[config.mk]
export PLATFORM = sky130hd
export DESIGN_NAME = jt6295_nibble_fetch
export DESIGN_NICKNAME = d
export VERILOG_FILES = /design/src/rtl/jt6295_nibble_fetch_pkg.sv /design/src/rtl/jt6295_rom_arb.sv /design/src/rtl/jt6295_nibble_fetch.sv
export SDC_FILE = /design/constraint.sdc
export NUM_CORES = 1
export LEC_CHECK = 0
export ABC_AREA = 1
export CAP_MARGIN = 20
export CORE_AREA = 2 2 247 176
export CTS_CLUSTER_DIAMETER = 200
export CTS_CLUSTER_SIZE = 24
export DETAILED_ROUTE_END_ITERATION = 6
export DIE_AREA = 0 0 249 178
export DONT_BUFFER_PORTS = 1
export GPL_ROUTABILITY_DRIVEN = 0
export PLACE_DENSITY_LB_ADDON = 0.2
export SYNTH_ARGS = -nofsm -noshare
export SYNTH_HDL_FRONTEND = slang
export SYNTH_SLANG_ARGS = --single-unit
[constraint.sdc]
create_clock -name clk -period 14.9 [get_ports clk]
set_input_delay 0.745 -clock clk [delete_from_list [all_inputs] [get_ports clk]]
set_output_delay 0.745 -clock clk [all_outputs]
set_load 0.01 [all_outputs]
[src/rtl/jt6295_nibble_fetch_pkg.sv]
// Shared constants and encodings for the jt6295 nibble fetch stage.
package jt6295_nibble_fetch_pkg;
  localparam int NCH        = 4;
  localparam int AW_DEFAULT = 18;

  typedef enum logic {
    NIB_HI = 1'b0,
    NIB_LO = 1'b1
  } nib_e;

  typedef enum logic {
    ARB_IDLE = 1'b0,
    ARB_REQ  = 1'b1
  } arb_state_e;
endpackage

[src/rtl/jt6295_rom_arb.sv]
// Round-robin sample-ROM arbiter: one outstanding request, with a kill bit for
// requests whose channel was restarted while the byte was in flight.
module jt6295_rom_arb
  import jt6295_nibble_fetch_pkg::*;
#(
  parameter int AW = AW_DEFAULT
) (
  input  logic             clk,
  input  logic             rst,
  input  logic [NCH-1:0]   need,
  input  logic [AW-1:0]    ch_addr [NCH],
  input  logic             start_we,
  input  logic [1:0]       start_ch,
  input  logic             rom_ok,
  output logic [AW-1:0]    rom_addr,
  output logic             fill_we,
  output logic [1:0]       fill_ch,
  output arb_state_e       state
);
  // Handshake: rom_cs (state == ARB_REQ) and rom_addr stay frozen from grant
  // until the clock edge that samples rom_ok high; the following cycle is
  // always idle, so a new grant appears at the earliest one cycle after that.
  arb_state_e state_nx;
  logic [1:0] last;
  logic [1:0] grant;
  logic [1:0] idx;
  logic [1:0] sel;
  logic       found;
  logic       kill;

  always_comb begin
    found    = 1'b0;
    sel      = last;
    idx      = '0;
    state_nx = state;
    fill_we  = 1'b0;
    for (int i = 1; i <= NCH; i++) begin
      idx = last + 2'(i);
      if (!found && need[idx]) begin
        found = 1'b1;
        sel   = idx;
      end
    end
    case (state)
      ARB_IDLE: if (found) state_nx = ARB_REQ;
      ARB_REQ: begin
        if (rom_ok) begin
          state_nx = ARB_IDLE;
          fill_we  = !kill && !(start_we && start_ch == grant);
        end
      end
      default: state_nx = ARB_IDLE;
    endcase
  end

  always_ff @(posedge clk or posedge rst) begin
    if (rst) begin
      state    <= ARB_IDLE;
      last     <= 2'd3;
      grant    <= 2'd0;
      kill     <= 1'b0;
      rom_addr <= '0;
    end else begin
      state <= state_nx;
      if (state == ARB_IDLE && found) begin
        grant    <= sel;
        last     <= sel;
        rom_addr <= ch_addr[sel];
        kill     <= start_we && start_ch == sel;
      end else if (state == ARB_REQ && start_we && start_ch == grant) begin
        kill <= 1'b1;
      end
    end
  end

  assign fill_ch = grant;
endmodule

[src/rtl/jt6295_nibble_fetch.sv]
// Per-channel playback state and nibble issue for the 4-slot ADPCM decoder,
// fed from one shared sample-ROM port.
module jt6295_nibble_fetch
  import jt6295_nibble_fetch_pkg::*;
#(
  parameter int AW = AW_DEFAULT
) (
  input  logic          rst,
  input  logic          clk,
  input  logic          cen,
  input  logic          ctrl_we,
  input  logic [1:0]    ctrl_ch,
  input  logic [AW-1:0] ctrl_start,
  input  logic [AW-1:0] ctrl_stop,
  input  logic [3:0]    ctrl_att,
  input  logic [3:0]    stop_req,
  output logic          rom_cs,
  output logic [AW-1:0] rom_addr,
  input  logic [7:0]    rom_data,
  input  logic          rom_ok,
  output logic          en,
  output logic [3:0]    att,
  output logic [3:0]    data,
  output logic [1:0]    slot,
  output logic [3:0]    busy,
  output logic [3:0]    underrun
);
  logic [AW-1:0]  addr     [NCH];
  logic [AW-1:0]  stop_a   [NCH];
  logic [7:0]     byte_buf [NCH];
  logic [3:0]     att_q    [NCH];
  nib_e           nib      [NCH];
  logic [NCH-1:0] buf_valid;
  logic [NCH-1:0] started;
  logic [NCH-1:0] need;
  logic [1:0]     slot_cnt;
  logic           fill_we;
  logic [1:0]     fill_ch;
  arb_state_e     arb_state;

  assign need   = busy & ~buf_valid;
  assign rom_cs = (arb_state == ARB_REQ);

  jt6295_rom_arb #(.AW(AW)) u_arb (
    .clk      (clk),
    .rst      (rst),
    .need     (need),
    .ch_addr  (addr),
    .start_we (ctrl_we),
    .start_ch (ctrl_ch),
    .rom_ok   (rom_ok),
    .rom_addr (rom_addr),
    .fill_we  (fill_we),
    .fill_ch  (fill_ch),
    .state    (arb_state)
  );

  always_ff @(posedge clk or posedge rst) begin
    if (rst) begin
      for (int i = 0; i < NCH; i++) begin
        addr[i]     <= '0;
        stop_a[i]   <= '0;
        byte_buf[i] <= '0;
        att_q[i]    <= '0;
        nib[i]      <= NIB_HI;
      end
      buf_valid <= '0;
      started   <= '0;
      busy      <= '0;
      underrun  <= '0;
      slot_cnt  <= '0;
      slot      <= '0;
      en        <= 1'b0;
      att       <= '0;
      data      <= '0;
    end else begin
      if (cen) begin
        slot     <= slot_cnt;
        slot_cnt <= slot_cnt + 2'd1;
        en       <= 1'b0;
        att      <= '0;
        data     <= '0;
        if (busy[slot_cnt]) begin
          if (buf_valid[slot_cnt]) begin
            en                <= 1'b1;
            att               <= att_q[slot_cnt];
            started[slot_cnt] <= 1'b1;
            data <= (nib[slot_cnt] == NIB_HI) ? byte_buf[slot_cnt][7:4]
                                              : byte_buf[slot_cnt][3:0];
            nib[slot_cnt] <= (nib[slot_cnt] == NIB_HI) ? NIB_LO : NIB_HI;
            if (nib[slot_cnt] == NIB_LO) begin
              buf_valid[slot_cnt] <= 1'b0;
              if (addr[slot_cnt] == stop_a[slot_cnt]) busy[slot_cnt] <= 1'b0;
              else addr[slot_cnt] <= addr[slot_cnt] + AW'(1);
            end
          end else if (started[slot_cnt]) begin
            // ROM was late: keep the decoder clocked with a zero nibble
            en                 <= 1'b1;
            att                <= att_q[slot_cnt];
            underrun[slot_cnt] <= 1'b1;
          end
        end
      end
      if (fill_we && busy[fill_ch] && !stop_req[fill_ch]) begin
        byte_buf[fill_ch]  <= rom_data;
        buf_valid[fill_ch] <= 1'b1;
      end
      for (int i = 0; i < NCH; i++) begin
        if (stop_req[i]) busy[i] <= 1'b0;
      end
      // A start overrides stop, slot and fill updates on the same channel
      if (ctrl_we) begin
        addr[ctrl_ch]      <= ctrl_start;
        stop_a[ctrl_ch]    <= ctrl_stop;
        att_q[ctrl_ch]     <= ctrl_att;
        nib[ctrl_ch]       <= NIB_HI;
        busy[ctrl_ch]      <= 1'b1;
        buf_valid[ctrl_ch] <= 1'b0;
        started[ctrl_ch]   <= 1'b0;
        underrun[ctrl_ch]  <= 1'b0;
      end
    end
  end
endmodule

### Word level (Yosys, flattened, before mapping)

Index checks and enable logic that the tools add are counted.

* bits in registers: 249
* logic and storage cells: 223
* output and inout bits: 38
* bits of input ports: 59

* equal/unequal tests: 3
* mux-type cells: 120
* add/subtract/negate cells: 5
* magnitude comparators: 17
* bitwise logic cells: 20
* reductions and logical operators: 24

Operators by type and width (count)
* $mux W72: 6
* $bwmux W72: 3
* $mux W18: 8
* $mux W4: 34
* $bmux W18 S2: 3
* $demux W18 S2: 2
* $mux W1: 34
* $bwmux W32: 1
* $and A4 B4 Y4: 7
* $mux W8: 3
* $lt A2 B3 Y1 const B: 7
* $bmux W1 S2: 10
* $add A18 B1 Y18 const B: 1
* $eq A18 B18 Y1: 1
* $logic_and A1 B1 Y1: 17
* $bmux W8 S2: 1
* $bwmux W16: 1
* $demux W8 S2: 1
* $not A4 Y4: 4
* $or A4 B4 Y4: 4
* $ge A3 B3 Y1 const B: 4
* $not A2 Y3: 4
* $demux W1 S2: 5
* $lt A3 B1 Y1 const B: 3
* other kinds (12): 25

### Depth between registers and ports, before layout

* word-level depth: 18
* depth in mapped cells: 20
* mapped depth without buffers: 17

### Modules after synthesis

A second synthesis with hierarchy kept.

* cells, all modules: 2070
* area total of the unflattened synthesis: 14421.3 um^2

Modules (own cells, without submodules)
* jt6295_nibble_fetch: times used 1, sequential area each 5630.4 um^2, area each 12323.1 um^2, cells an instance 1717
* jt6295_rom_arb: times used 1, sequential area each 603.1 um^2, area each 2098.3 um^2, cells an instance 353

### Worst setup path before layout

No wires, ideal clock.

* kind: reg2reg
* start: register slot_cnt[0]
* end: register addr[20] in the netlist's numbering
* cell stages (with the launch flop): 14
* clock period less this slack: 2506 ps
* arrival: 2383 ps
* data required time: 14778 ps
* setup slack: 12394 ps
* library setup time: 122 ps
* buffers on the path: 6
* path through: dfrtp_1 buf_4 inv_2 buf_6 buf_2 clkbuf_1 clkbuf_1 ha_1 nand2_1 nor2_1 clkbuf_1 nand3_1 nand3_1 a21oi_1

* longest elaborated chain between the ends: 13
* elaborated cells on any way between the ends: 29
* those cells by class: 1 x add/sub; 2 x order compare; 1 x eq/ne; 23 x mux; 1 x bitwise; 1 x reduce/logical

Ends and longest elaborated chain
* from (decl): line jt6295_nibble_fetch.sv:36 `logic [1:0] slot_cnt;`
* from (signal assigned): line jt6295_nibble_fetch.sv:79 `slot_cnt <= slot_cnt + 2'd1;`
* $not A2 Y3 (implied by the code): line jt6295_nibble_fetch.sv:91, jt6295_nibble_fetch.sv:93, jt6295_nibble_fetch.sv:94
* $bmux W18 S2 (tied with other cells): line jt6295_nibble_fetch.sv:93, jt6295_nibble_fetch.sv:94
* $mux W18 (implied by the code) / $logic_and A1 B1 Y1 (equally long branches): line jt6295_nibble_fetch.sv:93, jt6295_nibble_fetch.sv:94
* $mux W18, on equally long branches: line jt6295_nibble_fetch.sv:93, jt6295_nibble_fetch.sv:94
* $add A18 B1 Y18 / $demux W18 S2 (equally long branches): line jt6295_nibble_fetch.sv:94 `else addr[slot_cnt] <= addr[slot_cnt] + AW'(1);`
* $bwmux W72: line jt6295_nibble_fetch.sv:94
* $mux W72: line jt6295_nibble_fetch.sv:93 `if (addr[slot_cnt] == stop_a[slot_cnt]) busy[slot_cnt] <= 1'b0;`
* $mux W72: line jt6295_nibble_fetch.sv:91 `if (nib[slot_cnt] == NIB_LO) begin`
* $mux W72: line jt6295_nibble_fetch.sv:84 `if (buf_valid[slot_cnt]) begin`
* $mux W72 *: line jt6295_nibble_fetch.sv:83 `if (busy[slot_cnt]) begin`
* $mux W72 *: line jt6295_nibble_fetch.sv:77 `if (cen) begin`
* $bwmux W72: line jt6295_nibble_fetch.sv:113 `addr[ctrl_ch] <= ctrl_start;`
* $mux W72 *: line jt6295_nibble_fetch.sv:112 `if (ctrl_we) begin`
* to (signal, indexed assignment): line jt6295_nibble_fetch.sv:94
* to (signal, indexed assignment): line jt6295_nibble_fetch.sv:113
* to (decl): line jt6295_nibble_fetch.sv:28 `logic [AW-1:0] addr [NCH];`

Mark *: on every way between the ends. The rest lies on a longest branch, timed or not. The select of a mux whose other input is x is not followed.
A chain may end at the register's enable or synchronous reset.

### Worst setup path in the final report

* start: register slot_cnt[0]
* end: register addr[41] in the netlist's numbering

The elaborated chain is that of the path after synthesis.

==> tab_implementation.tex <==
\begin{tabular}{lr}
\hline
Metric & Value \\
\hline
\multicolumn{2}{l}{\textbf{Floorplan}} \\
\quad Ports placed on the boundary & 97 \\
\quad Total Die Area & 44320 um2 \\
\quad Core region area & 41860 um2 \\
\quad Initial standard-cell utilization of the core & 33.71\% \\
\quad Die height & 178 um \\
\quad Placement row count & 63 \\
\quad Chip width & 249 um \\
\multicolumn{2}{l}{\textbf{Cells and area}} \\
\quad Post-layout net count & 2001 \\
\quad Diode count & 0 \\
\quad Combined area of the multi-input logic cells & 6609 um2 \\
\quad Final Non-Filler Cells & 2493 \\
\quad Commonest cells after routing, fill and taps aside & nand2\_1 (771), nand3\_1 (256), dfrtp\_1 (245) \\
\quad Non-Filler Cell Area, Final & 14730 um2 \\
\quad Most common cell after layout, fill and taps aside & nand2\_1 \\
\quad Utilization of the core after routing & 35.19\% \\
\quad Count of fill cells added during filler insertion & 4480 \\
\quad Area delta synth->final & 4.389\% \\
\quad Share of layout cells above drive strength 1 & 3.297\% \\
\quad Flip-flop and latch area & 6238 um2 \\
\multicolumn{2}{l}{\textbf{Clock network}} \\
\quad Bufs on Longest Clock Path & 3 \\
\quad H-tree level count & 1 \\
\quad Post-CTS setup buffer count & 0 \\
\quad Number of clock buffers inserted by TritonCTS & 14 \\
\quad Resized cells post-CTS & 0 \\
\quad Clock Sink Count & 249 \\
\quad Clk Latency, worst-skew pair & 530 ps \\
\quad CTS Hold Bufs & 0 \\
\quad Worst-path clk slew & 110 ps \\
\quad Root Buffer Master & clkbuf\_16 \\
\quad CTS tree & yes \\
\multicolumn{2}{l}{\textbf{Min path}} \\
\quad Tightest Hold Check Type & in2async \\
\multicolumn{2}{l}{\textbf{Logic synthesis}} \\
\quad Post-synthesis instance area & 14110 um2 \\
\quad Number of library cell types mapped by synthesis & 38 \\
\quad Number of synthesized flops with an enable pin & 0 \\
\quad Area fraction of the dominant cell type after synthesis & 43.80\% \\
\quad Cell types with the largest area share after synthesis & dfrtp\_1 (44\%), nand2\_1 (21\%), nand3\_1 (9.1\%) \\
\quad Fraction of the yosys area taken by sequential cells & 44.17\% \\
\quad Flip-flop and latch count after synthesis & 249 \\
\quad Most common flop cell mapped by yosys & dfrtp\_1 \\
\quad Cell accounting for the most synthesized area & dfrtp\_1 \\
\quad Fraction of registers with async set or reset after synthesis & 100.0\% \\
\quad Mapped Nets & 2090 \\
\quad Post-synthesis cell count & 2026 \\
\quad Average instance area after synthesis & 6.965 um2 \\
\quad Synth warnings & 0 \\
\multicolumn{2}{l}{\textbf{Setup path}} \\
\quad Worst path max stage delay & 830 ps \\
\quad Minimum setup slack among reg-to-reg paths & 9960 ps \\
\quad Worst path arrival time & 5360 ps \\
\quad Top Family by Delay on Critical Path & buffers and inverters \\
\quad Worst path slowest cell & nand3\_1 \\
\quad Critical Path RT & 15320 ps \\
\quad Critical Setup Path Class & reg2reg \\
\quad Maximum fanout count along the critical path & 79 \\
\quad Cells traversed along the worst timing path & clkinv\_2, buf\_4, nand2\_1, nand3\_1, nand2\_1, inv\_1, nand2\_1, nand2\_1, inv\_1, nand2\_1, nor2\_1, nand3\_2, buf\_4, nand3\_1, nand2\_1, nand3\_1, nand2\_1, inv\_1 \\
\quad Top cell by count, worst path & nand2\_1 \\
\quad Worst setup SP type & flip-flop \\
\quad CP endpoint kind & flip-flop \\
\quad Worst Path Buf+Inv & 6 \\
\multicolumn{2}{l}{\textbf{Pwr}} \\
\quad Switching fraction of total power & 52.56\% \\
\quad Worst ir drop on vdd & 0.1342 mV \\
\quad Leakage power total & 7.504 nW \\
\quad Sequential group share of total power & 31.9\% \\
\quad Net switching power of the design & 1.752 mW \\
\quad Fraction of power consumed by combinational cells & 54.9\% \\
\quad Cell internal pwr & 1.581 mW \\
\quad Power per cell area & 226.3 nW/um2 \\
\quad Clock network fraction of design power & 13.2\% \\
\quad Power after layout & 3.333 mW \\
\multicolumn{2}{l}{\textbf{Global route}} \\
\quad Global-route wire length before repair & 75550 um \\
\quad Largest net degree at the start of global routing & 127 \\
\quad Via count of the first global-routing pass & 12300 \\
\quad Global-route usage over all layers & 21.89\% \\
\quad Total overflow reported by the global router & 0 \\
\quad Initial antenna violation count & 1 \\
\multicolumn{2}{l}{\textbf{Route}} \\
\quad Number of DRC markers after the initial detailed-route iteration & 1470 \\
\quad DR pass1 iterations & 5 \\
\quad Drc violations & 0 \\
\quad Routed length per instance & 19.32 um \\
\quad Post-detailed-routing wire length & 48160 um \\
\quad DR vias & 13070 \\
\quad Via density per instance & 5.242 \\
\quad Detail Route Antenna Nets & 0 \\
\multicolumn{2}{l}{\textbf{Placement}} \\
\quad Cell count after placement & 2473 \\
\quad Port Buffers & 0 \\
\quad Placed cell area & 14320 um2 \\
\quad Setup slack at placement & 10050 ps \\
\quad HPWL reported at the end of detailed placement & 30670 um \\
\multicolumn{2}{l}{\textbf{Timing}} \\
\quad RSZ-0062 raised after global routing & no \\
\quad Hold Violations, Final & 0 \\
\quad Slew HR & 24.12\% \\
\quad Transition time of the tightest slew-check pin & 1137 ps \\
\quad Final setup vio count & 0 \\
\quad Final critical-path share of the clock period & 33.17\% \\
\quad Number of pins with negative max-slew slack in the final report & 0 \\
\quad Achievable Freq & 202.3 MHz \\
\quad Min cycle time layout & 4943 ps \\
\quad Final hold slack & 236.7 ps \\
\quad Setup TNS Final & 0 ps \\
\quad Final worst-path setup slack & 9957 ps \\
\quad Final clock skew & 40.89 ps \\
\multicolumn{2}{l}{\textbf{Flow run}} \\
\quad Max-capacitance violation count & 0 \\
\multicolumn{2}{l}{\textbf{Outcome}} \\
\quad Outcome & completed \\
\hline
\end{tabular}
-- metal layers --
layer / vias to the layer above / routed length, um / global-route usage [%]
met3: 55 / 4708 / 5.895
met2: 526 / 19950 / 32.13
li1: 6312 / - / -
met5: - / 0 / 0
met1: 6175 / 22550 / 31.98
met4: 0 / 954 / 4.924
-- power groups by stage --
stage | Combinational (mW) | Clock (mW) | Sequential (mW)
global placement | 1.76 | 0 | 1.07
CTS | 1.80 | 0.451 | 1.06
floorplan | 1.34 | 0 | 1.01
detailed placement | 1.79 | 0 | 1.07
global route | 2.05 | 0.479 | 1.09
finish | 1.83 | 0.440 | 1.06
-- cell usage after synthesis (2+ instances only) --
| library cell | count |
|---|---|
| clkinv_1 | 2 |
| ha_1 | 5 |
| buf_2 | 23 |
| nand2_2 | 4 |
| a21oi_1 | 40 |
| inv_1 | 167 |
| xor2_1 | 7 |
| dfstp_2 | 2 |
| nor3_1 | 3 |
| nand2_1 | 775 |
| nand4_1 | 46 |
| a31oi_1 | 13 |
| o22ai_1 | 10 |
| o21ai_1 | 8 |
| dfrtp_1 | 247 |
| buf_4 | 12 |
| o21ai_0 | 167 |
| nor2_4 | 2 |
| buf_1 | 8 |
| clkbuf_1 | 65 |
| a32o_1 | 4 |
| a22o_1 | 4 |
| nor2_1 | 110 |
| nand3_2 | 4 |
| nand3_1 | 256 |
| or2_2 | 4 |
| xnor2_1 | 8 |
| a211oi_1 | 2 |
| inv_2 | 8 |
| buf_6 | 12 |
-- sequential cells by signal, indices dropped and copies added (netlist names), 4 cells and up --
signal          flops
addr               72
att                 4
att_q              16
buf_valid           4
busy                4
byte_buf           32
data                4
nib                 4
started             4
stop_a             72
u_arb.rom_addr     18
underrun            4
-- worst paths after layout --
path / start / end / cells after the start
setup / recovery: slot_cnt[0]$_DFFE_PP0P_ / addr[41]$_DFF_PP0_ / 18
hold / removal: rst / busy[0]$_DFF_PP0_ / 1
setup reg to reg: slot_cnt[0]$_DFFE_PP0P_ / addr[41]$_DFF_PP0_ / 18
hold reg to reg: stop_a[43]$_DFFE_PP0P_ / stop_a[43]$_DFFE_PP0P_ / 2
max in group asynchronous: rst / addr[54]$_DFF_PP0_ / 3
min in group clk: rom_ok / u_arb.state$_DFF_PP0_ / 1
-- worst reg2reg max path: cells and delay by family, from the launching register on --
kind	cells	cell delay [ps]
flops	1	600
simple gates	12	2100
buf+inv	6	2150
-- kinds of logic (layout without fill, tap and decap cells) --
| logic type | after synthesis | count (layout) | share of synthesized area (%) |
|---|---|---|---|
| buffers and inverters | 297 | 212 | 9.062 |
| DFF | 249 | 249 | 44.17 |
| AOI/OAI and AO/OA | 254 | 254 | 9.709 |
| adders and majority gates | 5 | 5 | 0.4433 |
| and+or+nand+nor | 1205 | 1205 | 35.61 |
| xor gates and xnor gates | 15 | 15 | 0.9310 |
| muxes | 1 | 1 | 0.07094 |
-- layout make-up --
| type | count | area share [%] |
|---|---|---|
| multi-input combinational | 1480 | 44.87 |
| sequential | 249 | 42.35 |
| tap | 552 | 4.689 |
| inverter | 177 | 4.570 |
| clock buffer | 19 | 2.650 |
| timing repair buffer | 15 | 0.7645 |
| clock inverter | 1 | 0.1104 |
Power figures use the tool's default switching activity.
